**src/rtl/seg_pkg.sv**
```systemverilog
`default_nettype none
// ============================================================================
//  Module      : seg_pkg
//  Description : Shared types and constants for the seven-segment display
//                driver: digit code type, special codes, slot index type and
//                a one-hot helper for the digit enables.
//  Revision    : 1.0 - initial release
// ============================================================================
package seg_pkg;

    // 5-bit digit code as packed into the game display word
    typedef logic [4:0] seg_code_t;

    // Digit-slot index, 0 = leftmost digit
    typedef logic [1:0] seg_idx_t;

    localparam seg_code_t   SEG_CODE_DASH  = 5'h10;
    localparam seg_code_t   SEG_CODE_BLANK = 5'h1F;
    localparam logic [6:0]  SEG_OFF        = 7'h7F;

    // One-hot digit enable for a slot index
    function automatic logic [3:0] seg_onehot(input seg_idx_t idx);
        return 4'b0001 << idx;
    endfunction

endpackage : seg_pkg
`default_nettype wire

```
**src/rtl/seg_decode.sv**
```systemverilog
`default_nettype none
// ============================================================================
//  Module      : seg_decode
//  Description : Combinational decoder from a 5-bit digit code to an
//                active-low seven-segment pattern (bit0 = a ... bit6 = g).
//                Codes 0x00-0x0F show hex digits, 0x10 shows a dash, every
//                other code shows blank.
//  Revision    : 1.0 - initial release
// ============================================================================
module seg_decode
    import seg_pkg::*;
(
    input  seg_code_t   code,
    output logic [6:0]  segs
);

    // Code-to-pattern lookup; anything not listed is blank
    always_comb begin
        segs = SEG_OFF;
        case (code)
            5'h00:         segs = 7'h40;
            5'h01:         segs = 7'h79;
            5'h02:         segs = 7'h24;
            5'h03:         segs = 7'h30;
            5'h04:         segs = 7'h19;
            5'h05:         segs = 7'h12;
            5'h06:         segs = 7'h02;
            5'h07:         segs = 7'h78;
            5'h08:         segs = 7'h00;
            5'h09:         segs = 7'h10;
            5'h0A:         segs = 7'h08;
            5'h0B:         segs = 7'h03;
            5'h0C:         segs = 7'h46;
            5'h0D:         segs = 7'h21;
            5'h0E:         segs = 7'h06;
            5'h0F:         segs = 7'h0E;
            SEG_CODE_DASH: segs = 7'h3F;
            default:       segs = SEG_OFF;
        endcase
    end

endmodule : seg_decode
`default_nettype wire

```
**src/rtl/seg_display_driver.sv**
```systemverilog
`default_nettype none
// ============================================================================
//  Module      : seg_display_driver
//  Description : Time-multiplexed driver for a common-segment 4-digit
//                seven-segment display. The packed 20-bit word is captured
//                into a shadow register once per frame (tear-free), and each
//                digit slot starts with a blanking gap to suppress ghosting.
//                All outputs are registered.
//  Build macro : SEG_DISPLAY_BLINK_EN - enables whole-display blinking
//                driven by victoryflag, sampled once per frame.
//  Revision    : 1.0 - initial release
// ============================================================================
module seg_display_driver
    import seg_pkg::*;
#(
    parameter int DIGIT_CYCLES = 50000,
    parameter int BLANK_CYCLES = 500,
    parameter int BLINK_FRAMES = 64
) (
    input  logic        clk,
    input  logic        reset_n,
    input  logic [19:0] bits,
    input  logic        victoryflag,
    output logic [6:0]  segs,
    output logic [3:0]  digit_en,
    output logic        frame_start
);

    localparam int c_cnt_w = (DIGIT_CYCLES > 1) ? $clog2(DIGIT_CYCLES) : 1;

    logic [c_cnt_w-1:0] r_cnt;
    seg_idx_t           r_idx;
    logic [19:0]        r_shadow;

    logic               w_load;
    logic               w_slot_end;
    logic               w_blank_phase;
    logic               w_visible;
    logic [19:0]        w_shadow_now;
    seg_code_t          w_code;
    logic [6:0]         w_seg_pat;

    // Frame boundary: first cycle of slot 0
    assign w_load        = (r_cnt == '0) && (r_idx == 2'd0);
    assign w_slot_end    = (r_cnt == c_cnt_w'(DIGIT_CYCLES - 1));
    assign w_blank_phase = (r_cnt < c_cnt_w'(BLANK_CYCLES));

    // Use the word being captured this edge so a zero-length blank gap
    // still shows the freshly loaded frame on slot 0
    assign w_shadow_now = w_load ? bits : r_shadow;

    // Select the code of the active slot; digit 0 sits in the top field
    always_comb begin
        w_code = SEG_CODE_BLANK;
        case (r_idx)
            2'd0:    w_code = w_shadow_now[19:15];
            2'd1:    w_code = w_shadow_now[14:10];
            2'd2:    w_code = w_shadow_now[9:5];
            default: w_code = w_shadow_now[4:0];
        endcase
    end

    seg_decode u_decode (
        .code (w_code),
        .segs (w_seg_pat)
    );

`ifdef SEG_DISPLAY_BLINK_EN
    localparam int c_bcnt_w = $clog2(BLINK_FRAMES + 1);

    logic [c_bcnt_w-1:0] r_bcnt;
    logic                r_dark;
    logic [c_bcnt_w-1:0] w_bcnt_next;
    logic                w_dark_next;

    // Blink state advances only on frame loads; r_bcnt counts frames already
    // shown in the current half-period, so a fresh flag starts visible
    always_comb begin
        w_bcnt_next = r_bcnt;
        w_dark_next = r_dark;
        if (w_load) begin
            if (!victoryflag) begin
                w_bcnt_next = '0;
                w_dark_next = 1'b0;
            end else if (r_bcnt == c_bcnt_w'(BLINK_FRAMES)) begin
                w_bcnt_next = c_bcnt_w'(1);
                w_dark_next = ~r_dark;
            end else begin
                w_bcnt_next = r_bcnt + 1'b1;
            end
        end
    end

    // Blink state registers
    always_ff @(posedge clk) begin
        if (!reset_n) begin
            r_bcnt <= '0;
            r_dark <= 1'b0;
        end else begin
            r_bcnt <= w_bcnt_next;
            r_dark <= w_dark_next;
        end
    end

    assign w_visible = ~w_dark_next;
`else
    localparam int c_unused_blink_frames = BLINK_FRAMES;
    logic          w_unused_victoryflag;

    assign w_unused_victoryflag = victoryflag;
    assign w_visible            = 1'b1;
`endif

    // Slot/frame counters, shadow capture and registered pin drive
    always_ff @(posedge clk) begin
        if (!reset_n) begin
            r_cnt       <= '0;
            r_idx       <= 2'd0;
            r_shadow    <= 20'hFFFFF;
            segs        <= SEG_OFF;
            digit_en    <= 4'h0;
            frame_start <= 1'b0;
        end else begin
            if (w_slot_end) begin
                r_cnt <= '0;
                r_idx <= r_idx + 2'd1;
            end else begin
                r_cnt <= r_cnt + 1'b1;
            end

            if (w_load) begin
                r_shadow <= bits;
            end
            frame_start <= w_load;

            if (w_blank_phase || !w_visible) begin
                digit_en <= 4'h0;
                segs     <= SEG_OFF;
            end else begin
                digit_en <= seg_onehot(r_idx);
                segs     <= w_seg_pat;
            end
        end
    end

endmodule : seg_display_driver
`default_nettype wire
```
**config.mk**
```make
export PLATFORM = sky130hd
export DESIGN_NAME = seg_display_driver
export DESIGN_NICKNAME = d
export VERILOG_FILES = /design/src/rtl/seg_pkg.sv /design/src/rtl/seg_decode.sv /design/src/rtl/seg_display_driver.sv
export SDC_FILE = /design/constraint.sdc
export NUM_CORES = 1
export LEC_CHECK = 0
export ABC_AREA = 1
export CORE_AREA = 3 3 73 75
export DETAILED_ROUTE_END_ITERATION = 12
export DIE_AREA = 0 0 76 78
export PLACE_DENSITY = 0.76
export REMOVE_ABC_BUFFERS = 1
export SYNTH_ARGS = -nofsm -noshare
export SYNTH_HDL_FRONTEND = slang
export SYNTH_SLANG_ARGS = --single-unit
```
**constraint.sdc**
```tcl
create_clock -name clk -period 3.6 [get_ports clk]
set_clock_uncertainty 0.05 [all_clocks]
set_input_delay 0.72 -clock clk [delete_from_list [all_inputs] [get_ports clk]]
set_output_delay 0.72 -clock clk [all_outputs]
set_load 0.02 [all_outputs]
```
==> load_flow_metrics.sql <==
INSERT INTO impl_metrics (metric_group, metric, value, unit) VALUES
('synthesis', 'synth-seq-cells', '50', ''),
('setup_path', 'crit_path_start_kind', 'flop', ''),
('cells_and_area', 'layout-drive-gt1-share', '7.64', '%'),
('global_route', 'grt_antenna_before_repair', '0', ''),
('clock_network', 'post_cts.resized_instances', '0', ''),
('routing', 'vias', '2301', ''),
('clock_network', 'ctsRootBufferMaster', 'sky130_fd_sc_hd__clkbuf_8', ''),
('synthesis', 'sequential_to_total_area_share_from_yosys_stat', '38.4', '%'),
('synthesis', 'synth_area', '0.00261', 'mm^2'),
('floorplan', 'die_w', '76', 'um'),
('synthesis', 'yosysTopAreaCell', 'sky130_fd_sc_hd__dfxtp_1', ''),
('sta', 'setup-violations-final', '0', ''),
('floorplan', 'num_rows', '25', ''),
('sta', 'final.min_clock_period', '3030', 'ps'),
('setup_path', 'crit_arrival', '3230', 'ps'),
('routing', 'drtPass1Iterations', '4', ''),
('synthesis', 'yosys_warnings', '0', ''),
('synthesis', 'yosysTopAreaCellShare', '38.4', '%'),
('power', 'powerDensity', '366', 'mW/mm^2'),
('floorplan', 'design.portCount', '35', ''),
('sta', 'rsz0062_at_grt', 'false', ''),
('routing', 'route.antenna.remaining_nets', '0', ''),
('clock_network', 'cts-root-to-sink-buffers', '2', ''),
('hold_path', 'min_path_type', 'flop to flop', ''),
('power', 'irDropWorstVdd', '0.244', 'mV'),
('clock_network', 'cts.sink_count', '50', ''),
('sta', 'max_freq', '330', 'MHz'),
('floorplan', 'die_h', '78', 'um'),
('synthesis', 'dominantRegCellSynth', 'sky130_fd_sc_hd__dfxtp_1', ''),
('power', 'power.leakage', '1.44', 'nW'),
('clock_network', 'cts_hold_buf', '0', ''),
('setup_path', 'critical_path_required', '3800', 'ps'),
('synthesis', 'synth.avg_cell_area', '7.00', 'um^2'),
('floorplan', 'fp.dieArea', '0.00593', 'mm^2'),
('cells_and_area', 'final_nets', '440', ''),
('setup_path', 'cp-end-kind', 'flop', ''),
('run', 'max-cap-violations', '0', ''),
('clock_network', 'htree_num_levels', '2', ''),
('place', 'gp_routability_congestion', '0.826', ''),
('clock_network', 'tritoncts', 'built', ''),
('sta', 'totalNegativeSetupSlack', '0', 'ps'),
('sta', 'layout_worst_path_cycle_share', '84.2', '%'),
('clock_network', 'post_cts_buffers', '0', ''),
('clock_network', 'clk_latency', '300', 'ps'),
('routing', 'avgViaCountPerCell', '4.86', ''),
('sta', 'hold_viol_final', '0', ''),
('synthesis', 'distinct_cell_type_count_of_the_synthesized_netlist', '35', ''),
('cells_and_area', 'n_antenna_cell', '0', ''),
('place', 'place.detailed.hpwl', '3.95', 'mm'),
('setup_path', 'criticalPathCategory', 'flop to flop', ''),
('floorplan', 'initial_utilization', '55.3', '%'),
('routing', 'drcViolationCount', '0', ''),
('routing', 'drt-total-wl', '5.19', 'mm'),
('synthesis', 'cell_types_occupying_the_most_area_after_synthesis', 'sky130_fd_sc_hd__dfxtp_1, sky130_fd_sc_hd__nand2_1, sky130_fd_sc_hd__nand3_1', ''),
('global_route', 'grt_remaining_overflow', '0', ''),
('clock_network', 'cts_inserted_buffers', '5', ''),
('cells_and_area', 'area.growth.synth_to_final', '16.6', '%'),
('routing', 'routed_wire_length_per_instance', '11.0', 'um'),
('place', 'portBuffers', '33', ''),
('sta', 'slew_headroom', '65.6', '%'),
('global_route', 'grt.total_usage', '18.7', '%'),
('sta', 'worstMarginPinSlew', '514', 'ps'),
('clock_network', 'worst_setup_hold_path_clk_slew', '80', 'ps'),
('synthesis', 'ys_async_sr_fraction', '0', '%'),
('setup_path', 'crit_path_max_fanout', '24', ''),
('power', 'power', '1.11', 'mW'),
('global_route', 'grt_pass1_vias', '2123', ''),
('sta', 'report.final.slew_viol_count', '0', ''),
('synthesis', 'synth_edf_count', '0', ''),
('global_route', 'grt_start_max_net_pins', '25', ''),
('run_status', 'run_status', 'complete, no violations', ''),
('routing', 'drt_iter0_markers', '105', ''),
('synthesis', 'post_synth_inst_count', '373', ''),
('global_route', 'grt_first_pass_wirelength', '9.14', 'mm'),
('floorplan', 'design.core.area', '0.00472', 'mm^2');
[state kept, by name, summed over array words and instances (netlist names)]
name	cells
r_cnt	16
r_shadow	20
segs	7
r_idx	2
digit_en	4
frame_start	1
[Yosys cell counts, drive strengths merged (3+ instances only)]
cell type    n
nand3b      11
inv         54
buf          6
ha          11
or2          3
nor2        38
dfxtp       50
nand2      113
a21oi       11
o21ai        8
nor3         6
nand3       44
nor4         3
[cell type report]
class,count,area (um^2)
fillers,415,1680
multi-input cells,260,1340
flip-flops and latches,50,1000
repair buffers,34,338
inverters,55,206
well taps,67,83.8
clock buffers,7,76.3
[path summary, 6_finish.rpt]
path	cells past startpoint	endpoint	slack, ps	startpoint
worst max-delay path	17	segs[3]	570	r_idx[0]
worst max register to register	17	segs[3]	570	r_idx[0]
worst min register to register	1	r_cnt[0]	430	r_cnt[0]
worst min-delay path	1	r_cnt[0]	430	r_cnt[0]
[per-layer routing]
layer / wire length, um / up-vias / GRT usage, %
met5: 0 / - / 0
met4: 38 / 0 / 4.53
met3: 198 / 4 / 4.64
met2: 2690 / 35 / 34.6
met1: 2260 / 1026 / 21.6
li1: - / 1236 / -
[through the flow]
| step | hold slack (ps) | area [um^2] | cells | worst slack, ps | util (%) |
|---|---|---|---|---|---|
| finish | 433 | 3040 | 473 | 569 | 64.4 |
| global route | 466 | 3040 | 473 | 185 | 64.4 |
| global placement | 397 | 2970 | 466 | 611 | 62.8 |
| detailed placement | 406 | 2970 | 466 | 562 | 62.8 |
| CTS | 429 | 3040 | 473 | 530 | 64.4 |
| floorplan | 386 | 2540 | 365 | 1050 | - |
[cell families after synthesis]
family / count (synthesis) / synth area share (%)
and+or+nand+nor: 222 / 39.4
buffers and inverters: 63 / 10.4
DFF: 50 / 38.4
AOI/OAI and AO/OA: 25 / 5.90
adders and majority gates: 11 / 5.27
xor gates and xnor gates: 2 / 0.671
[report_power, final]
| group | switching [mW] | internal (mW) |
|---|---|---|
| Combinational | 0.136 | 0.0867 |
| Clock | 0.170 | 0.134 |
| Sequential | 0.00884 | 0.578 |
[layout by cell type (no fill, tap or decap), types with 2 or more instances in the layout]
master,count
sky130_fd_sc_hd__clkbuf_1,2
sky130_fd_sc_hd__nand3b_1,11
sky130_fd_sc_hd__clkdlybuf4s50_1,33
sky130_fd_sc_hd__nand3_1,43
sky130_fd_sc_hd__nor2_2,3
sky130_fd_sc_hd__nand2_4,2
sky130_fd_sc_hd__o21ai_2,3
sky130_fd_sc_hd__ha_1,11
sky130_fd_sc_hd__nor4_1,3
sky130_fd_sc_hd__inv_1,49
sky130_fd_sc_hd__nor2_1,32
sky130_fd_sc_hd__nor3_1,6
sky130_fd_sc_hd__clkbuf_8,5
sky130_fd_sc_hd__nor2_4,3
sky130_fd_sc_hd__nand2_1,105
sky130_fd_sc_hd__o21ai_0,4
sky130_fd_sc_hd__a21oi_1,11
sky130_fd_sc_hd__a31oi_1,2
sky130_fd_sc_hd__dfxtp_1,50
sky130_fd_sc_hd__nand4_1,2
sky130_fd_sc_hd__or2_1,2
sky130_fd_sc_hd__xor2_1,2
sky130_fd_sc_hd__inv_2,5
sky130_fd_sc_hd__nand2_2,6
[critical path, cell delays in order, from the launching register on]
cell and delay (ps):
sky130_fd_sc_hd__dfxtp_1 350, sky130_fd_sc_hd__inv_1 170, sky130_fd_sc_hd__ha_1 300, sky130_fd_sc_hd__nand2_1 80, sky130_fd_sc_hd__clkinv_1 50, sky130_fd_sc_hd__nand2_2 50, sky130_fd_sc_hd__nor2_4 270, sky130_fd_sc_hd__nand2_4 250
sky130_fd_sc_hd__inv_2 200, sky130_fd_sc_hd__nand2_1 90, sky130_fd_sc_hd__nand3_1 80, sky130_fd_sc_hd__nand2_1 70, sky130_fd_sc_hd__o21ai_1 300, sky130_fd_sc_hd__ha_1 310, sky130_fd_sc_hd__nand3b_1 150, sky130_fd_sc_hd__nand3_1 90
sky130_fd_sc_hd__nand2_1 50, sky130_fd_sc_hd__nand2_1 50
No activity file was read; power rests on OpenSTA's default activity.
